[src/rtl/rv32v_lane_mem_sequencer.sv]
// Serializes the two vector memory lanes onto the single scalar data-memory port.
// Define RV32V_MEM_TIMEOUT_EN to enable the per-element wait timeout and the err pulse.
module rv32v_lane_mem_sequencer #(
  parameter int TIMEOUT_CYCLES = 64
) (
  input  logic        CLK,
  input  logic        nRST,
  input  logic        load,
  input  logic        store,
  input  logic        lane_en0,
  input  logic        lane_en1,
  input  logic [31:0] aluresult0,
  input  logic [31:0] aluresult1,
  input  logic [31:0] storedata0,
  input  logic [31:0] storedata1,
  input  logic [1:0]  eew,
  output logic        dmem_ren,
  output logic        dmem_wen,
  output logic [31:0] dmem_addr,
  output logic [31:0] dmem_wdata,
  output logic [3:0]  dmem_byte_en,
  input  logic [31:0] dmem_rdata,
  input  logic        dmem_ready,
  output logic [31:0] loaddata0,
  output logic [31:0] loaddata1,
  output logic        stall,
  output logic        done,
  output logic        err
);

  typedef enum logic [1:0] {IDLE, LANE0, LANE1, DONE} state_t;

  state_t      state;
  logic        st_p0;
  logic        en1_p0;
  logic [31:0] addr0_p0;
  logic [31:0] addr1_p0;
  logic [31:0] sd0_p0;
  logic [31:0] sd1_p0;
  logic [1:0]  eew_p0;

  logic        in_lane;
  logic [31:0] cur_addr;
  logic [31:0] cur_sd;
  logic [31:0] rd_ext;
  logic        lane_to;

  function automatic logic [3:0] byte_en_f(input logic [1:0] ew, input logic [1:0] lo);
    case (ew)
      2'd0:    byte_en_f = 4'b0001 << lo;
      2'd1:    byte_en_f = 4'b0011 << {lo[1], 1'b0};
      default: byte_en_f = 4'b1111;
    endcase
  endfunction

  // Bit offset of the element inside the 32-bit word; 32-bit (and eew=3) is never shifted.
  function automatic logic [4:0] shamt_f(input logic [1:0] ew, input logic [1:0] lo);
    case (ew)
      2'd0:    shamt_f = {lo, 3'b000};
      2'd1:    shamt_f = {lo[1], 4'b0000};
      default: shamt_f = 5'd0;
    endcase
  endfunction

  function automatic logic [31:0] wdata_f(input logic [1:0] ew, input logic [1:0] lo,
                                          input logic [31:0] data);
    wdata_f = data << shamt_f(ew, lo);
  endfunction

  function automatic logic [31:0] extract_f(input logic [1:0] ew, input logic [1:0] lo,
                                            input logic [31:0] rdata);
    logic [31:0] tmp;
    tmp = rdata >> shamt_f(ew, lo);
    case (ew)
      2'd0:    extract_f = {24'd0, tmp[7:0]};
      2'd1:    extract_f = {16'd0, tmp[15:0]};
      default: extract_f = tmp;
    endcase
  endfunction

  // Memory-side decode: depends only on state and latched fields, so reset clears it at once.
  always_comb begin
    in_lane      = (state == LANE0) || (state == LANE1);
    cur_addr     = (state == LANE1) ? addr1_p0 : addr0_p0;
    cur_sd       = (state == LANE1) ? sd1_p0 : sd0_p0;
    dmem_ren     = in_lane && !st_p0;
    dmem_wen     = in_lane && st_p0;
    dmem_addr    = in_lane ? {cur_addr[31:2], 2'b00} : 32'd0;
    dmem_byte_en = in_lane ? byte_en_f(eew_p0, cur_addr[1:0]) : 4'd0;
    dmem_wdata   = (in_lane && st_p0) ? wdata_f(eew_p0, cur_addr[1:0], cur_sd) : 32'd0;
    rd_ext       = extract_f(eew_p0, cur_addr[1:0], dmem_rdata);
    stall        = in_lane || ((state == IDLE) && (load || store));
    done         = (state == DONE);
  end

`ifdef RV32V_MEM_TIMEOUT_EN
  localparam logic [7:0] WAIT_LAST = 8'(TIMEOUT_CYCLES - 1);

  logic [7:0] wait_cnt;
  logic       err_p0;

  assign lane_to = (wait_cnt == WAIT_LAST);
  assign err     = err_p0 && (state == DONE);

  // Counter restarts whenever a lane is entered (from IDLE or after the previous lane completes).
  always_ff @(posedge CLK or negedge nRST) begin
    if (!nRST) begin
      wait_cnt <= 8'd0;
      err_p0   <= 1'b0;
    end else begin
      if (!in_lane || dmem_ready || lane_to) begin
        wait_cnt <= 8'd0;
      end else begin
        wait_cnt <= wait_cnt + 8'd1;
      end
      err_p0 <= in_lane && !dmem_ready && lane_to;
    end
  end
`else
  logic unused_timeout;

  assign unused_timeout = (TIMEOUT_CYCLES != 0);
  assign lane_to        = 1'b0;
  assign err            = 1'b0;
`endif

  always_ff @(posedge CLK or negedge nRST) begin
    if (!nRST) begin
      state     <= IDLE;
      st_p0     <= 1'b0;
      en1_p0    <= 1'b0;
      addr0_p0  <= 32'd0;
      addr1_p0  <= 32'd0;
      sd0_p0    <= 32'd0;
      sd1_p0    <= 32'd0;
      eew_p0    <= 2'd0;
      loaddata0 <= 32'd0;
      loaddata1 <= 32'd0;
    end else begin
      case (state)
        IDLE: begin
          if (load || store) begin
            st_p0    <= store;
            en1_p0   <= lane_en1;
            addr0_p0 <= aluresult0;
            addr1_p0 <= aluresult1;
            sd0_p0   <= storedata0;
            sd1_p0   <= storedata1;
            eew_p0   <= eew;
            if (lane_en0) begin
              state <= LANE0;
            end else if (lane_en1) begin
              state <= LANE1;
            end else begin
              state <= DONE;
            end
          end
        end
        LANE0: begin
          if (dmem_ready) begin
            if (!st_p0) begin
              loaddata0 <= rd_ext;
            end
            state <= en1_p0 ? LANE1 : DONE;
          end else if (lane_to) begin
            state <= DONE;
          end
        end
        LANE1: begin
          if (dmem_ready) begin
            if (!st_p0) begin
              loaddata1 <= rd_ext;
            end
            state <= DONE;
          end else if (lane_to) begin
            state <= DONE;
          end
        end
        DONE: begin
          state <= IDLE;
        end
        default: begin
          state <= IDLE;
        end
      endcase
    end
  end

endmodule

[config.mk]
export PLATFORM = sky130hd
export DESIGN_NAME = rv32v_lane_mem_sequencer
export DESIGN_NICKNAME = d
export VERILOG_FILES = /design/src/rtl/rv32v_lane_mem_sequencer.sv
export SDC_FILE = /design/constraint.sdc
export NUM_CORES = 1
export LEC_CHECK = 0
export CORE_MARGIN = 10
export CORE_UTILIZATION = 40
export CTS_CLUSTER_DIAMETER = 100
export DETAILED_ROUTE_END_ITERATION = 16
export PLACE_DENSITY_LB_ADDON = 0.1
export SLEW_MARGIN = 15
export SYNTH_ARGS = -nofsm -noshare
export SYNTH_HDL_FRONTEND = slang
export SYNTH_SLANG_ARGS = --single-unit
[constraint.sdc]
create_clock -name CLK -period 2.96 [get_ports CLK]
set_clock_uncertainty 0.2 [all_clocks]
set_input_delay 0.444 -clock CLK [delete_from_list [all_inputs] [get_ports CLK]]
set_output_delay 0.444 -clock CLK [all_outputs]
set_load 0.05 [all_outputs]
# Word level (Yosys, flattened, before mapping)
# Index checks and enable logic that the tools add are counted.
# word_totals
out_inout_bits	137
wordCells	50
register_bits	198
# op_classes
mux	15
bitwise	1
reduce_logical	13
shifts	4
eq_ne	7
# op_table
operator	count
$mux W32	4
$pmux W32 S2	1
$shl A32 B5 Y32	1
$shr A32 B5 Y32	1
$pmux W5 S2	1
$reduce_and A3 Y1	3
$mux W2	4
$pmux W2 S4	1
$pmux W4 S2	1
$eq A2 B1 Y1 const B	2
$eq A2 B2 Y1 const B	2
$logic_not A2 Y1	2
$mux W4	1
$ne A2 B2 Y1 const B	2
$shl A1 B2 Y4 const A	1
$shl A2 B2 Y4 const A	1
$logic_and A1 B1 Y1	3
$logic_or A1 B1 Y1	3
$mux W1	2
$ne A2 B1 Y1 const B	1
$reduce_and A2 Y1	1
$logic_not A1 Y1	1
$not A1 Y1	1

# Longest topological paths before layout
# Gate-level depths: netlist of run 1.
# logic_depth
word_depth	5
ltp_mapped	8

# Worst setup path after synthesis of run 1
# OpenSTA, ideal clock, no wires.
# synth_timing
path_type	register -> output
from	reg state[0]
to	out dmem_wdata[0]
path_slack_ns	-0.453
t_arrival_ns	2.769
required_time_ns	2.316
path_stages_with_launch	8
cell_sequence	dfrtp_1 -> inv_1 -> ha_1 -> nand2_1 -> inv_1 -> nand2_2 -> buf_2 -> nor3_1
# synth_via
elab_cells_between_ends	9
# synth_lines
item	line_no	source
from (decl)	33	state_t state;
from (signal assigned)	164	state <= en1_p0 ? LANE1 : DONE;
$eq A2 B1 Y1 / $eq A2 B2 Y1 (equally long branches)	83	in_lane = (state == LANE0) || (state == LANE1);
$logic_or A1 B1 Y1 *	83	
$logic_and A1 B1 Y1 *	--	
named net dmem_wen	18	output logic dmem_wen,
$mux W32 *	90	dmem_wdata = (in_lane && st_p0) ? wdata_f(eew_p0, cur_addr[1:0], cur_sd) : 32'd0;
to (decl)	20	output logic [31:0] dmem_wdata,
# Mark *: on every way through the listed nets, which the timed path passes. The rest lies on a longest branch.

# Worst setup path in the final report of run 1
# layout_timing
from	reg eew_p0[0]
to	out dmem_wdata[20]
# layout_via
elab_chain_cells	4
elab_cells_between_ends	5
# layout_lines
item	line_no	source
from (decl)	40	logic [1:0] eew_p0;
from (signal assigned)	149	eew_p0 <= eew;
$eq A2 B1 Y1 / $logic_not A2 Y1 (equally long branches)	58	case (ew)
$pmux W5 S2 *	58	
$shl A32 B5 Y32 *	67	wdata_f = data << shamt_f(ew, lo);
$mux W32 *	90	
# Every way passes the cells marked *; elsewhere a longest branch is shown, timed or not.

==> metrics, run 1 <==
register area 4960 sq um; Fin Setup TNS 0 ns; GPL Wtd Cong 0.832; initial antenna violation count 5; sequential area share after synthesis 0.509; critical path peak fanout 12; Inst Count DP 1395; Die Ht 176 um; Reg2Reg Depth 7; Power Dens Cells 1460 nW/um^2; max cap viols 0; critical path data required time 2.32 ns; Synth Flop Type dfrtp_1; Cells after Synth 799; CP startpoint kind flip-flop; Tmin final 2.90 ns; worst setup path startpoint eew_p0[0]$_DFFE_PN0P_; Initial Util 0.404; worst slew pin tran 0.632 ns; Final Instance Area 14900 sq um; Mapped Avg Cell Area 12.2 sq um; multi-input logic area 4640 sq um; top-area cell type share of the netlist area 0.509; Post-DP Area 13800 sq um; PortBufs 302; DR WL/cell 21.9 um; crit path DAT 2.26 ns; grt ovf 0; Die ar. 31000 sq um; Hold WC Path Type reg2reg; Max Clock Freq 345 MHz; Clock transition at path regs 0.08 ns; layout overhead on the synthesized area 52.6%; clk_lat worst skew 0.43 ns; status completed; cell type with the largest total area after synthesis dfrtp_1; critical path endpoint dmem_wdata[20]; CTS root buffer clkbuf_16; Core Area 24100 sq um; CTS Buffer Depth 2; final hold vios 0; layout cells sized above 1 0.298; first-pass GRT wire length 46800 um; final worst slack 0.0601 ns; Async SR Flop Fraction 1.00; library cells used by synthesis 42; # rows 57; Static Leak 6.16 nW; cts bufs inserted 17; Mapped Area 9730 sq um; largest net degree at the start of global routing 73; Total GRT Usage 0.195; max-slew violation count 0; final core occ 0.616; Post-synth EDFFs 0; Rel. slew slack 0.579; vias in the first global route 7622; top post-synthesis cells by area dfrtp_1 (51%), mux2_2 (16%), mux2i_1 (11%), o21ai_0 (3.2%), nand2_1 (2.7%); Max rail drop VDD 1140 uV; DRT iter0 DRCs 578; pre-CTS setup slack 0.114 ns; CTS Sinks 198; Boundary Pins 306; fillers 1964; RSZ-0062 raised after global routing yes; Detailed Place HPWL 23100 um; Via density 5.14; Power Total 21.7 mW; worst r2r dst loaddata1[6]$_DFFE_PN0P_; number of remaining DRC errors 0; fin cells 1445; Worst Setup End Kind output pin; setup violators final 0; H-tree Lvls 4; Ys Warns 0; critical path class reg2out; die width 176 um; # nets final 1281; Detailed Routing Iterations Pass 1 6; RR Startpoint state[0]$_DFFE_PN0P_; remaining antenna violation count 0; vias post-DR 7426; r2r setup slk 0.41 ns; Routed WL 31700 um; crit share post-route 0.980; smallest hold slack 0.283 ns; Synth Register Bits 198; CTS tree built
-- logic make-up (layout without fill, tap and decap cells) --
logic type / after synthesis / after routing / synth area share
AOI/OAI and AO/OA: 123 / 123 / 0.0877
muxes: 247 / 247 / 0.273
DFF: 198 / 198 / 0.509
adders and majority gates: 5 / 5 / 0.00643
other: 1 / 5 / 0.000385
and+or+nand+nor: 145 / 146 / 0.0784
buffers and inverters: 80 / 397 / 0.0446
-- cells in the final DEF, fill, tap and decap left out, types with 7 or more instances in the layout --
cell type        instances
nand2_1                 70
a32o_1                   8
clkdlybuf4s50_1        232
mux2i_1                 98
dfrtp_1                196
inv_1                   18
buf_4                   32
clkbuf_16               20
mux2i_2                  7
buf_12                  73
o21ai_0                 61
a222oi_1                16
nand3_1                  8
nor2b_1                 32
a311oi_1                 8
and2_1                   7
mux2_2                 139
-- synthesized netlist by cell type (5+ instances only) --
cell	number
dfrtp_1	198
mux2_2	139
mux2i_1	105
nand2_1	71
o21ai_0	62
nor2b_1	32
buf_2	29
inv_1	20
a222oi_1	16
clkbuf_1	13
a22o_1	8
a311oi_1	8
a32o_1	8
and2_1	8
nand3_1	8
nor3_1	8
o22ai_1	8
buf_4	7
o21ai_1	6
buf_6	5
ha_1	5
nor2_1	5
-- how the worst min path moves through the flow --
stage,startpoint,to,slack [ns],cells after the start
global route,loaddata1[0]$_DFFE_PN0P_,loaddata1[0]$_DFFE_PN0P_,0.30,2
CTS,loaddata0[22]$_DFFE_PN0P_,loaddata0[22]$_DFFE_PN0P_,0.29,2
detailed placement,loaddata0[22]$_DFFE_PN0P_,loaddata0[22]$_DFFE_PN0P_,0.27,2
floorplan,nRST,addr0_p0[0]$_DFFE_PN0P_,-0.05,0
finish,loaddata1[19]$_DFFE_PN0P_,loaddata1[19]$_DFFE_PN0P_,0.28,2
global placement,loaddata0[31]$_DFFE_PN0P_,loaddata0[31]$_DFFE_PN0P_,0.26,2
-- worst max-delay path, cell delays in order, from the launching register on --
cell	delay (ns)
dfrtp_2	0.49
nor3b_4	0.20
buf_4	0.19
clkbuf_16	0.21
mux2i_1	0.08
mux2_2	0.28
o22ai_2	0.21
buf_12	0.17
-- power by group --
part	internal, mW	switching (mW)	total (mW)
clock	1.22	1.14	2.35
combinational	6.40	8.08	14.5
sequential	4.02	0.867	4.89
total	11.6	10.1	21.7
-- cell type report --
type / instances / share of cell area
sequential: 198 / 0.334
multi-input combinational: 524 / 0.313
timing repair buffer: 346 / 0.282
clock buffer: 19 / 0.0298
tap: 324 / 0.0273
clock inverter: 12 / 0.00910
inverter: 20 / 0.00522
antenna: 2 / 0.000337
-- state kept, by name (all words and copies together), names as in the netlist --
signal	count
loaddata1	32
sd0_p0	32
en1_p0	1
sd1_p0	32
st_p0	1
addr1_p0	32
loaddata0	32
eew_p0	2
state	2
addr0_p0	32
-- metal layers --
| metal | wire length, um | vias up | track usage |
|---|---|---|---|
| met5 | 34 | - | 0 |
| met4 | 472 | 6 | 0.0498 |
| met3 | 2680 | 31 | 0.0730 |
| met2 | 14800 | 263 | 0.302 |
| met1 | 13700 | 3641 | 0.254 |
| li1 | - | 3485 | - |
-- repair_timing --
action                                  CTS  global route
pin swaps                                 0             5
buffers inserted                          2             9
resized for setup                        16            28
gates cloned                              1             4
endpoints found under the setup margin   43            48
endpoints found under the hold margin    66             0
hold buffers                              1             0
Power figures use the tool's default switching activity.
==> run 2, diff against run 1 <==
--- a/config.mk
+++ b/config.mk
@@ -5,12 +5,13 @@
 export SDC_FILE = /design/constraint.sdc
 export NUM_CORES = 1
 export LEC_CHECK = 0
+export CORE_ASPECT_RATIO = 0.75
 export CORE_MARGIN = 10
 export CORE_UTILIZATION = 40
 export CTS_CLUSTER_DIAMETER = 100
 export DETAILED_ROUTE_END_ITERATION = 16
 export PLACE_DENSITY_LB_ADDON = 0.1
-export SLEW_MARGIN = 15
+export SLEW_MARGIN = 30
 export SYNTH_ARGS = -nofsm -noshare
 export SYNTH_HDL_FRONTEND = slang
 export SYNTH_SLANG_ARGS = --single-unit
==> constraint.sdc (replaced) <==
create_clock -name CLK -period 2.96 [get_ports CLK]
set_clock_uncertainty 0.2 [all_clocks]
set_input_delay 0.444 -clock CLK [delete_from_list [all_inputs] [get_ports CLK]]
set_output_delay 0.444 -clock CLK [all_outputs]
set_load 0.01 [all_outputs]
==> run 2 against run 1 <==
  * First-iteration DRC count decreased by 43%
  * Utilization is 2.6 points lower
  * Via count fell by 0.11%
  * Final cell count grew 1.2%
  * Global-route usage increased by 0.19 points
  * Clock power rose by 2%
  * Largest power group unchanged
  * Non-clock buffer count rose by 4
  * Highest routed layer is now met4
  * Sequential power hardly changed
  * Worst setup slack got worse by 0.0020 ns
  * Die area is 0.21% higher
  * Sequential share of layout area increased by 1.7 points
  * Routed wire length shrank 0.31%
==> metrics, run 2 (synthesis results as in run 1) <==
status completed (unchanged); critical path data required time 2.32 ns (about the same); final core occ 0.590 (was 0.616); pre-CTS setup slack 0.0232 ns (was 0.114 ns); Tmin final 2.90 ns (about the same); Die ar. 31000 sq um (about the same); clk_lat worst skew 0.43 ns (about the same); Max rail drop VDD 578 uV (was 1140 uV); CTS Sinks 198 (unchanged); initial antenna violation count 6 (was 5); fin cells 1462 (was 1445); CP startpoint kind flip-flop (unchanged); final worst slack 0.0580 ns (was 0.0601 ns); critical path class reg2out (unchanged); RSZ-0062 raised after global routing yes (unchanged); Total GRT Usage 0.197 (was 0.195); number of remaining DRC errors 0 (unchanged); largest net degree at the start of global routing 74 (was 73); Core Area 24000 sq um (was 24100 sq um); fillers 2036 (was 1964); layout cells sized above 1 0.256 (was 0.298); CTS Buffer Depth 2 (unchanged); remaining antenna violation count 0 (unchanged); CTS root buffer clkbuf_16 (unchanged); CTS tree built (unchanged); Inst Count DP 1404 (was 1395); vias post-DR 7418 (was 7426); setup violators final 0 (unchanged); critical path peak fanout 14 (was 12); Clock transition at path regs 0.07 ns (was 0.08 ns); Detailed Place HPWL 22900 um (was 23100 um); met1 GRT Util 0.262 (was 0.254); max-slew violation count 0 (unchanged); vias in the first global route 7836 (was 7622); Boundary Pins 306 (unchanged); crit path DAT 2.26 ns (about the same); Rel. slew slack 0.587 (was 0.579); Detailed Routing Iterations Pass 1 6 (unchanged); die width 200 um (was 176 um); most frequent cells in the layout clkdlybuf4s50_1 (236), dfrtp_1 (196), mux2_2 (138) (was clkdlybuf4s50_1 (232), dfrtp_1 (196), mux2_2 (139)); Hold WC Path Type reg2reg (unchanged); Routed WL 31600 um (was 31700 um); GR Layer Usage met2 0.292 (was 0.302); Max Clock Freq 345 MHz (about the same); max cap viols 0 (unchanged); Die Ht 155 um (was 176 um); cts bufs inserted 17 (unchanged); Via density 5.07 (was 5.14); final hold vios 0 (unchanged); H-tree Lvls 4 (unchanged); Worst Setup End Kind output pin (unchanged); # rows 49 (was 57); PortBufs 302 (unchanged); first-pass GRT wire length 48000 um (was 46800 um); grt ovf 0 (unchanged); layout overhead on the synthesized area 45.3% (was 52.6%); crit share post-route 0.980 (about the same); Power Dens Cells 1170 nW/um^2 (was 1460 nW/um^2); DRT iter0 DRCs 327 (was 578); Static Leak 6.10 nW (was 6.16 nW); # nets final 1284 (was 1281); Initial Util 0.406 (was 0.404); DR WL/cell 21.6 um (was 21.9 um); most common cell after layout, fill and taps aside clkdlybuf4s50_1 (unchanged); GPL Wtd Cong 0.861 (was 0.832); worst slew pin tran 0.617 ns (was 0.632 ns); met3 GRT Util 0.0710 (was 0.0730); GR peak layer met2 (unchanged)
run 2: repair_timing:
item,4_1_cts,5_1_grt
hold buffers,1,0
gates cloned,3,3
endpoints found under the hold margin,64,0
setup endpoints to repair,68,46
setup buffers,7,4
pin swaps,2,4
gates resized for setup,90,95
run 2: stage by stage:
step	area, sq um	TNS [ns]	power [mW]	hold slack, ns
6_report	14100	0	16.5	0.276
3_3_place_gp	13200	0	13.8	0.261
5_1_grt	14100	-0.171	17.6	0.308
4_1_cts	13900	-0.0627	16.3	0.285
3_5_place_dp	13200	0	13.9	0.269
2_1_floorplan	9740	0	9.91	-0.0516
run 2: where the power goes:
| part | leakage (nW) | switching (mW) | internal (mW) |
|---|---|---|---|
| Combinational | 3.40 | 4.38 | 4.86 |
| Clock | 0.286 | 1.09 | 1.31 |
| Sequential | 2.41 | 0.844 | 4.02 |
| Total | 6.10 | 6.32 | 10.2 |
run 2: path summary, 6_finish.rpt:
path	start	end	slack, ns	cells after the start
setup / recovery	state[0]$_DFFE_PN0P_	dmem_addr[31]	0.06	6
setup reg to reg	state[1]$_DFFE_PN0P_	loaddata1[13]$_DFFE_PN0P_	0.48	9
hold reg to reg	loaddata1[21]$_DFFE_PN0P_	loaddata1[21]$_DFFE_PN0P_	0.28	2
hold / removal	loaddata1[21]$_DFFE_PN0P_	loaddata1[21]$_DFFE_PN0P_	0.28	2
min in group asynchronous	nRST	addr0_p0[26]$_DFFE_PN0P_	0.39	2
max in group asynchronous	nRST	eew_p0[1]$_DFFE_PN0P_	1.47	3
run 2: layer usage:
metal / share of wire / routed length (um) / vias to the layer above
met2: 0.45 / 14200 / 230
met1: 0.46 / 14500 / 3654
met4: 0.020 / 628 / 0
met5: 0 / 0 / -
li1: - / - / 3503
met3: 0.071 / 2260 / 31
run 2: critical path: stages, from the launching register on:
cell	delay, ns
dfrtp_1	0.41
inv_2	0.11
ha_4	0.20
buf_4	0.29
mux2i_1	0.11
nor2b_1	0.14
clkdlybuf4s50_1	0.55
run 2: cell type report:
type,instances,area (sq um),share of cell area
Multi-Input combinational cell,523,4520,0.320
Clock buffer,20,457,0.0323
Sequential cell,198,4960,0.351
Tap cell,331,414,0.0293
Antenna cell,8,20.0,0.00142
Timing Repair Buffer,350,3550,0.251
Clock inverter,12,143,0.0101
Inverter,20,75.1,0.00531
